==> src/rtl/pipe_pkg.sv <==
// Shared pipeline definitions: control-bit indices, MEM-stage FSM encoding and the WB bubble value.
`timescale 1ns/1ps
package pipe_pkg;
   localparam int WB_REGWRITE = 1;
   localparam int WB_MEMTOREG = 0;
   localparam int M_MEMREAD   = 1;
   localparam int M_MEMWRITE  = 0;

   typedef enum logic [1:0] {
      IDLE = 2'd0,
      REQ  = 2'd1,
      WAIT = 2'd2
   } mem_state_e;

   localparam logic [1:0] BUBBLE_WB = 2'b00;
endpackage

==> src/rtl/mem_wb_reg.sv <==
// MEM/WB pipeline register. load_i captures all fields; bubble_i forces WB control to the
// bubble value, and on its own (without load_i) leaves the data fields untouched.
`timescale 1ns/1ps
module mem_wb_reg
   import pipe_pkg::*;
(
   input  logic        clk,
   input  logic        rst,
   input  logic        load_i,
   input  logic        bubble_i,
   input  logic [1:0]  wb_i,
   input  logic [31:0] rdata_i,
   input  logic [31:0] alu_i,
   input  logic [4:0]  reg_i,
   output logic [1:0]  wb_o,
   output logic [31:0] rdata_o,
   output logic [31:0] alu_o,
   output logic [4:0]  reg_o
);
   logic [1:0]  wb_q, wb_d;
   logic [31:0] rdata_q, rdata_d;
   logic [31:0] alu_q, alu_d;
   logic [4:0]  reg_q, reg_d;

   always_comb begin
      wb_d    = wb_q;
      rdata_d = rdata_q;
      alu_d   = alu_q;
      reg_d   = reg_q;
      if (load_i) begin
         wb_d    = wb_i;
         rdata_d = rdata_i;
         alu_d   = alu_i;
         reg_d   = reg_i;
      end
      if (bubble_i) wb_d = BUBBLE_WB;
   end

   always_ff @(posedge clk or posedge rst) begin
      if (rst) begin
         wb_q    <= '0;
         rdata_q <= '0;
         alu_q   <= '0;
         reg_q   <= '0;
      end else begin
         wb_q    <= wb_d;
         rdata_q <= rdata_d;
         alu_q   <= alu_d;
         reg_q   <= reg_d;
      end
   end

   assign wb_o    = wb_q;
   assign rdata_o = rdata_q;
   assign alu_o   = alu_q;
   assign reg_o   = reg_q;
endmodule

==> src/rtl/mem_stage.sv <==
// Memory-access pipeline stage: req/ack data-memory FSM with timeout, error detection,
// upstream stall generation, and the MEM/WB register feeding write-back.
`timescale 1ns/1ps
module mem_stage
   import pipe_pkg::*;
#(
   parameter int TIMEOUT = 16,
   parameter int AW      = 32
)(
   input  logic          clk,
   input  logic          rst,
   input  logic [1:0]    MEM_WB,
   input  logic [1:0]    MEM_M,
   input  logic [31:0]   MEM_ALU_out,
   input  logic [31:0]   DM_Wdata,
   input  logic [4:0]    MEM_writeReg,
   output logic          stall,
   output logic          DM_req,
   output logic          DM_we,
   output logic [AW-1:0] DM_addr,
   output logic [31:0]   DM_wdata,
   input  logic [31:0]   DM_rdata,
   input  logic          DM_ack,
   output logic [1:0]    WB_WB,
   output logic [31:0]   WB_ReadData,
   output logic [31:0]   WB_ALU_out,
   output logic [4:0]    WB_writeReg,
   output logic          mem_err,
   output logic [1:0]    dbg_state_o
);
   // Abort fires on the WAIT edge where the incremented count would hit TIMEOUT-1,
   // giving TIMEOUT request cycles in total (one REQ plus TIMEOUT-1 WAIT).
   localparam logic [7:0] CNT_ABORT = 8'(TIMEOUT - 2);

   mem_state_e state_q;
   logic [7:0] cnt_q;
   logic       err_q;

   logic mem_op, bad_op, valid_op, busy, ack_hit, abort;
   logic wb_load, wb_bubble;
   logic [31:0] rdata_in;

   assign mem_op   = MEM_M[M_MEMREAD] | MEM_M[M_MEMWRITE];
   assign bad_op   = (MEM_M[M_MEMREAD] & MEM_M[M_MEMWRITE]) | (mem_op & (MEM_ALU_out[1:0] != 2'b00));
   assign valid_op = mem_op & ~bad_op;
   assign busy     = (state_q == REQ) || (state_q == WAIT);
   assign ack_hit  = busy & DM_ack;
   assign abort    = (state_q == WAIT) & ~DM_ack & (cnt_q == CNT_ABORT);

   assign stall = ~rst & (((state_q == IDLE) & valid_op) | (busy & ~DM_ack & ~abort));

   always_ff @(posedge clk or posedge rst) begin
      if (rst) begin
         state_q <= IDLE;
         cnt_q   <= '0;
         err_q   <= 1'b0;
      end else begin
         err_q <= 1'b0;
         case (state_q)
            IDLE: begin
               if (bad_op)        err_q   <= 1'b1;
               else if (valid_op) state_q <= REQ;
            end
            REQ: begin
               if (DM_ack) state_q <= IDLE;
               else begin
                  state_q <= WAIT;
                  cnt_q   <= '0;
               end
            end
            WAIT: begin
               if (DM_ack) state_q <= IDLE;
               else if (abort) begin
                  state_q <= IDLE;
                  err_q   <= 1'b1;
               end else cnt_q <= cnt_q + 8'd1;
            end
            default: state_q <= IDLE;
         endcase
      end
   end

   assign DM_req      = busy;
   assign DM_we       = busy & MEM_M[M_MEMWRITE];
   assign DM_addr     = MEM_ALU_out[AW-1:0];
   assign DM_wdata    = DM_Wdata;
   assign mem_err     = err_q;
   assign dbg_state_o = state_q;

   // Non-memory ops, rejected ops, completions and aborts all advance the register;
   // a stalled cycle only injects a bubble.
   assign wb_load   = ((state_q == IDLE) & ~valid_op) | ack_hit | abort;
   assign wb_bubble = ((state_q == IDLE) & bad_op) | abort | stall;
   assign rdata_in  = (ack_hit & MEM_M[M_MEMREAD]) ? DM_rdata : 32'd0;

   mem_wb_reg u_mem_wb_reg (
      .clk      (clk),
      .rst      (rst),
      .load_i   (wb_load),
      .bubble_i (wb_bubble),
      .wb_i     (MEM_WB),
      .rdata_i  (rdata_in),
      .alu_i    (MEM_ALU_out),
      .reg_i    (MEM_writeReg),
      .wb_o     (WB_WB),
      .rdata_o  (WB_ReadData),
      .alu_o    (WB_ALU_out),
      .reg_o    (WB_writeReg)
   );
endmodule

==> config.mk <==
export PLATFORM = sky130hd
export DESIGN_NAME = mem_stage
export DESIGN_NICKNAME = d
export VERILOG_FILES = /design/src/rtl/pipe_pkg.sv /design/src/rtl/mem_wb_reg.sv /design/src/rtl/mem_stage.sv
export SDC_FILE = /design/constraint.sdc
export NUM_CORES = 1
export LEC_CHECK = 0
export ABC_AREA = 1
export CAP_MARGIN = 40
export CORE_MARGIN = 4
export CORE_UTILIZATION = 43
export CTS_BUF_LIST = sky130_fd_sc_hd__clkbuf_4
export CTS_CLUSTER_SIZE = 12
export DETAILED_ROUTE_END_ITERATION = 12
export PLACE_DENSITY = 0.89
export SETUP_SLACK_MARGIN = 0.02
export SLEW_MARGIN = 30
export SYNTH_ARGS = -nofsm -noshare
export SYNTH_HDL_FRONTEND = slang
export SYNTH_HIERARCHICAL = 1
export SYNTH_SLANG_ARGS = --single-unit
==> constraint.sdc <==
create_clock -name clk -period 4.7 [get_ports clk]
set_clock_uncertainty 0.1 [all_clocks]
set_input_delay 0.705 -clock clk [delete_from_list [all_inputs] [get_ports clk]]
set_output_delay 0.705 -clock clk [all_outputs]
set_load 0.02 [all_outputs]
==> results of run 1 <==
-- area by class of cell --
cell class,count,share of cell area [%]
timing repair buffer,188,31.2
sequential,82,34.2
multi-input combinational,281,22.0
clock inverter,6,0.959
antenna,1,0.0417
clock buffer,10,1.25
tap,133,2.77
inverter,122,7.63
-- cell usage after synthesis (all sizes together) --
cell type,n
dfrtp,82
ha,6
a21oi,4
nand3,16
nand2,122
o21ai,71
inv,122
nor3,1
o21bai,1
xor2,2
xnor2,1
clkbuf,11
nor2,53
buf,72
nand4,4
-- state kept, by name (all words and copies together) (netlist names) --
signal,count
cnt_q,8
dbg_state_o,2
mem_err,1
u_mem_wb_reg/alu_o,32
u_mem_wb_reg/rdata_o,32
u_mem_wb_reg/reg_o,5
u_mem_wb_reg/wb_o,2
-- layer usage --
metal / vias to the layer above / part of all wire [%]
li1: 1856 / -
met1: 1711 / 39
met2: 173 / 48
met3: 30 / 11
met4: 0 / 2.6
met5: - / 0
-- path summary, 6_finish.rpt --
check | endpoint | slack (ns) | cells past startpoint
worst min register to register | u_mem_wb_reg/wb_o[1] | 0.40 | 2
min in group asynchronous | mem_err | 0.52 | 2
max in group asynchronous | u_mem_wb_reg/rdata_o[17] | 2.94 | 3
worst min-delay path | u_mem_wb_reg/wb_o[1] | 0.40 | 2
worst max-delay path | stall | 1.48 | 8
worst max register to register | u_mem_wb_reg/alu_o[28] | 2.24 | 8
-- stage by stage --
| stage | hold WS (ns) | instances | worst slack [ns] |
|---|---|---|---|
| global route | 0.443 | 823 | 1.27 |
| global placement | 0.353 | 806 | 1.53 |
| floorplan | 0.389 | 568 | 2.10 |
| finish | 0.399 | 823 | 1.48 |
| detailed placement | 0.367 | 806 | 1.48 |
| CTS | 0.400 | 822 | 1.48 |
-- cells by family after synthesis --
kind of cell	after synthesis	synth area share [%]
flip-flops	82	46.2
AND/OR/NAND/NOR	196	18.5
adder cells (fa/ha/maj)	6	1.69
buffers and inverters	205	24.4
AO/OA/AOI/OAI	76	8.62
XOR/XNOR	3	0.592
-- power by group through the flow --
stage / combinational (mW) / clock, mW / sequential [mW]
2_1_floorplan: 0.754 / 0 / 1.40
3_3_place_gp: 1.66 / 0 / 1.10
3_5_place_dp: 1.71 / 0 / 1.11
4_1_cts: 1.71 / 0.421 / 1.10
5_1_grt: 1.85 / 0.454 / 1.13
6_report: 1.69 / 0.404 / 1.10
-- cells in the final DEF (no fill, tap or decap), types with 2 or more instances in the layout --
cell type,count
buf_4,4
clkdlybuf4s50_1,184
ha_1,6
xor2_1,2
clkinv_2,3
o21ai_0,71
a21oi_1,4
inv_2,4
dfrtp_1,82
nand3_1,14
inv_1,118
nand4_1,4
nor2_1,49
nand2_4,2
nand2_1,118
clkbuf_4,10
nand2_2,2
nor2_4,3
-- critical path: cells and delay by family --
kind          cells  cell delay [ns]
buf+inv           3             1.18
simple gates      5             0.53
==> impl_metrics.py, run 1 <==
metrics = {
    "routing": {
        "drt-wirelength-per-cell_um": 13.3,
        "wirelength_mm": 11.0,
        "detail_route.vias_per_cell": 4.58,
        "num_vias": 3770,
        "dr.pass1.iters": 5,
        "drtIter0Drc": 238,
        "ant_nets": 0,
        "drc_errors": 0,
    },
    "die": {
        "initial_utilization_pct": 44.8,
        "design.die.area_um2": 12000,
        "row_count": 36,
        "fp.dieH_um": 110,
        "die_x_um": 110,
        "core_area_um2": 9910,
        "io_pins": 249,
    },
    "cts": {
        "hold_buffers": 0,
        "cts_made_buffers": 9,
        "cts-resized-gates": 0,
        "h-tree-depth": 3,
        "clockBufferDepth": 2,
        "insertion_delay_ns": 0.42,
        "cts.sinks": 82,
        "cts_tree": "yes",
        "cts_root_buf": "clkbuf_4",
        "cts.reportedPaths.clkPinSlew_ns": 0.14,
        "cts_setup_buffers": 0,
    },
    "cells_and_area": {
        "fin_area_um2": 6000,
        "fin_nets": 798,
        "fillers": 847,
        "syn2layout_area_growth_pct": 35.2,
        "final_core_util_pct": 60.6,
        "seq_area_um2": 2050,
        "multiInputGateArea_um2": 1320,
        "drive_gt1_share_pct": 4.93,
    },
    "setup_path": {
        "cp_data_arrival_time_ns": 2.42,
        "critPathKind": "primary input to primary output",
        "crit_slowest_cell": "clkdlybuf4s50_1",
        "cp-startpoint": "MEM_M[1]",
        "cp_max_fo": 3,
        "end_kind": "primary output",
        "critical-path-max-stage-delay_ns": 0.60,
        "r2r-start": "dbg_state_o[0]",
        "cp-start-kind": "primary input",
        "required_ns": 3.89,
        "path_cells": "clkdlybuf4s50_1 > nor2_1 > nor2_1 > nand4_1 > nand2_1 > nand2_1 > inv_1 > clkdlybuf4s50_1",
    },
    "global_routing": {
        "met1_usage_pct": 21.0,
        "top_usage_layer": "met2",
        "grt_pass1_wl_mm": 17.2,
        "grt_max_degree": 90,
        "grt_use_met2_pct": 30.1,
        "grt_usage_pct": 18.2,
        "antenna_found_initial": 1,
        "grt_util_met3_pct": 7.40,
        "overflow": 0,
        "grt_pass1_vias": 3739,
    },
    "power_and_ir_drop": {
        "power_density_nw_per_um2": 533,
        "p_clk_share_pct": 12.6,
        "ir_drop_mv": 0.329,
        "power_mw": 3.20,
        "leakagePower_nw": 2.84,
        "switching_share_pct": 43.0,
        "p_switching_mw": 1.37,
        "power.internal_mw": 1.82,
        "p_seq_share_pct": 34.4,
        "combPwrFrac_pct": 53.0,
    },
    "timing": {
        "fin_crit_ns": 3.22,
        "fmaxAchievable_ghz": 0.310,
        "period_share_pct": 68.6,
        "rsz0062_at_grt": "no",
        "fin_setup_tns_ns": 0,
        "worst_slew_pin_slew_ns": 0.740,
        "hold_violations": 0,
        "slew_headroom_pct": 50.6,
        "setup-violations-final": 0,
        "slew_viol_final": 0,
    },
    "logic_synthesis": {
        "synthCells": 568,
        "yosys-top-cells-area": "dfrtp_1 (46%), buf_4 (11%), inv_1 (10%)",
        "synth_top_area_share_pct": 46.2,
        "yosysTopAreaCell": "dfrtp_1",
        "postSynthAreaPerCell_um2": 7.82,
        "synth_nets": 682,
        "synth_cell_types": 25,
        "ys_seq_area_share_pct": 46.2,
        "synth_area_um2": 4440,
        "synth_seq_cells": 82,
        "ys_warn_count": 6,
    },
    "placed_design": {
        "place.gp.congestion": 0.928,
        "place_area_um2": 5870,
        "hpwl_mm": 8.41,
        "io_buffers": 184,
    },
    "hold_path": {
        "hold_class": "flop to flop",
        "hold_path.startpoint": "u_mem_wb_reg/wb_o[1]",
    },
    "run": {
        "cap_violations": 0,
    },
    "outcome": {
        "status": "complete, no violations",
    },
}
(Power assumes the default switching activity.)
==> run 2: changes to the inputs <==
Settings changed: CORE_UTILIZATION 43 to 40, PLACE_DENSITY 0.89 to 0.84.
Clock period 4.7 ns to 3.3 ns, I/O delays scaled along.
==> impl_metrics.py, run 2 (same netlist as run 1, synthesis figures left out) <==
metrics = {
    "setup_path": {
        "cp_data_arrival_time_ns": 2.31,
        "cp_max_fo": 4,
        "cp-start-kind": "flop",
        "reg2reg_depth": 8,
        "critical-path-max-stage-delay_ns": 0.60,
        "crit_buf_inv": 4,
        "end_kind": "primary output",
        "r2r-start": "dbg_state_o[0]",
        "cp_top_family": "buffers and inverters",
        "critPathKind": "flop to primary output",
        "path_cells": "inv_1 > ha_1 > inv_1 > nor2_1 > nand4_1 > nand2_1 > nand2_1 > inv_1 > clkdlybuf4s50_1",
        "crit_slowest_cell": "clkdlybuf4s50_1",
        "r2r_setup_slack_ns": 0.99,
        "reg2reg_to": "u_mem_wb_reg/alu_o[13]",
        "crit_top_cell": "inv_1",
        "required_ns": 2.70,
        "cp-startpoint": "dbg_state_o[0]",
    },
    "power_and_ir_drop": {
        "p_clk_share_pct": 15.8,
        "power.internal_mw": 2.78,
        "p_switching_mw": 1.94,
        "switching_share_pct": 41.1,
        "ir_drop_mv": 0.464,
        "combPwrFrac_pct": 51.0,
        "power_mw": 4.72,
        "leakagePower_nw": 2.87,
        "power_density_nw_per_um2": 776,
        "p_seq_share_pct": 33.2,
    },
    "timing": {
        "whs_ns": 0.368,
        "period_share_pct": 88.1,
        "setup-violations-final": 0,
        "worst_slew_pin_slew_ns": 0.641,
        "fin_crit_ns": 2.91,
        "slew_headroom_pct": 56.8,
        "rsz0062_at_grt": "no",
        "slew_viol_final": 0,
        "fmaxAchievable_ghz": 0.344,
        "hold_violations": 0,
        "fin_setup_tns_ns": 0,
    },
    "global_routing": {
        "grt_pass1_vias": 3727,
        "grt_max_degree": 73,
        "grt_usage_pct": 16.7,
        "overflow": 0,
        "grt_pass1_wl_mm": 17.4,
        "antenna_found_initial": 1,
    },
    "cts": {
        "cts-resized-gates": 0,
        "hold_buffers": 0,
        "cts_setup_buffers": 0,
        "cts_root_buf": "clkbuf_4",
        "cts.reportedPaths.clkPinSlew_ns": 0.13,
        "cts_tree": "yes",
        "cts.sinks": 82,
        "h-tree-depth": 3,
        "insertion_delay_ns": 0.40,
        "clockBufferDepth": 2,
        "cts_made_buffers": 9,
    },
    "cells_and_area": {
        "instances_no_fill": 832,
        "syn2layout_area_growth_pct": 37.0,
        "fin_nets": 800,
        "layout_commonest_cell": "clkdlybuf4s50_1",
        "fin_area_um2": 6080,
        "final_cell_mix": "clkdlybuf4s50_1 (184), inv_1 (118), nand2_1 (118)",
        "drive_gt1_share_pct": 5.35,
    },
    "die": {
        "design.die.area_um2": 12800,
        "core_area_um2": 10800,
        "io_pins": 249,
        "initial_utilization_pct": 41.0,
        "die_x_um": 113,
        "row_count": 38,
        "fp.dieH_um": 113,
    },
    "routing": {
        "wl_met2_mm": 5.08,
        "routed.top_layer": "met4",
        "wl_met3_mm": 1.04,
        "num_vias": 3811,
        "ant_nets": 0,
        "wirelength_mm": 10.8,
        "drtIter0Drc": 430,
        "detail_route.vias_per_cell": 4.58,
        "drc_errors": 0,
        "dr.pass1.iters": 6,
        "wl_met1_mm": 4.43,
        "drt-wirelength-per-cell_um": 13.0,
    },
    "placed_design": {
        "dp_cells": 815,
        "place.gp.congestion": 0.878,
        "hpwl_mm": 8.30,
        "place_area_um2": 5890,
        "io_buffers": 184,
    },
    "run": {
        "cap_violations": 0,
    },
    "hold_path": {
        "hold_class": "primary input to asynchronous set/reset pin",
    },
    "outcome": {
        "status": "complete, no violations",
    },
}
## run 2: cell types whose count changed in the layout (fill, tap and decap cells not counted), sizes merged
| cell | change |
|---|---|
| clkinv | -5 |
| inv | +1 |
| bufinv | +2 |
| clkbuf | +2 |
| buf | +2 |
## run 2: area by class of cell
| type | count | area, um2 |
|---|---|---|
| Fill cell | 976 | 4760 |
| Sequential cell | 82 | 2050 |
| Timing Repair Buffer | 190 | 1890 |
| Multi-Input combinational cell | 281 | 1320 |
| Inverter | 122 | 458 |
| Tap cell | 140 | 175 |
| Clock inverter | 4 | 98.8 |
| Clock buffer | 12 | 90.1 |
| Antenna cell | 1 | 2.50 |
## run 2: worst register-to-register path: stages, from the launching register on
cell	delay, ns
dfrtp_1	0.43
inv_1	0.12
ha_1	0.18
inv_1	0.07
nor3_2	0.18
nand3_2	0.21
nand3_4	0.13
buf_4	0.47
o21ai_0	0.27
## run 2: metal layers
layer | vias to the layer above | GRT usage [%]
met1 | 1741 | 19.6
met5 | - | 0
met4 | 0 | 8.17
li1 | 1857 | -
met3 | 30 | 5.61
met2 | 183 | 27.4
## run 2: worst max path at each step
stage / endpoint / slack, ns / cells after the start
floorplan: u_mem_wb_reg/alu_o[0] / 0.91 / 1
global placement: stall / 0.63 / 8
detailed placement: u_mem_wb_reg/alu_o[13] / 0.53 / 8
CTS: stall / 0.37 / 8
global route: stall / 0.23 / 9
finish: stall / 0.39 / 9
## run 2: power groups by stage
stage / clock network (mW) / logic, mW / registers (mW)
floorplan: 0 / 1.07 / 2.00
global placement: 0 / 2.36 / 1.57
detailed placement: 0 / 2.43 / 1.59
CTS: 0.777 / 2.43 / 1.57
global route: 0.817 / 2.63 / 1.62
finish: 0.746 / 2.41 / 1.57
## run 2: per-stage QoR
| step | util [%] | setup slack, ns |
|---|---|---|
| final | 56.1 | 0.392 |
| after detailed placement | 54.3 | 0.534 |
| after CTS | 56.1 | 0.374 |
| after floorplan | - | 0.908 |
| after global routing | 56.1 | 0.227 |
| after global placement | 54.3 | 0.631 |
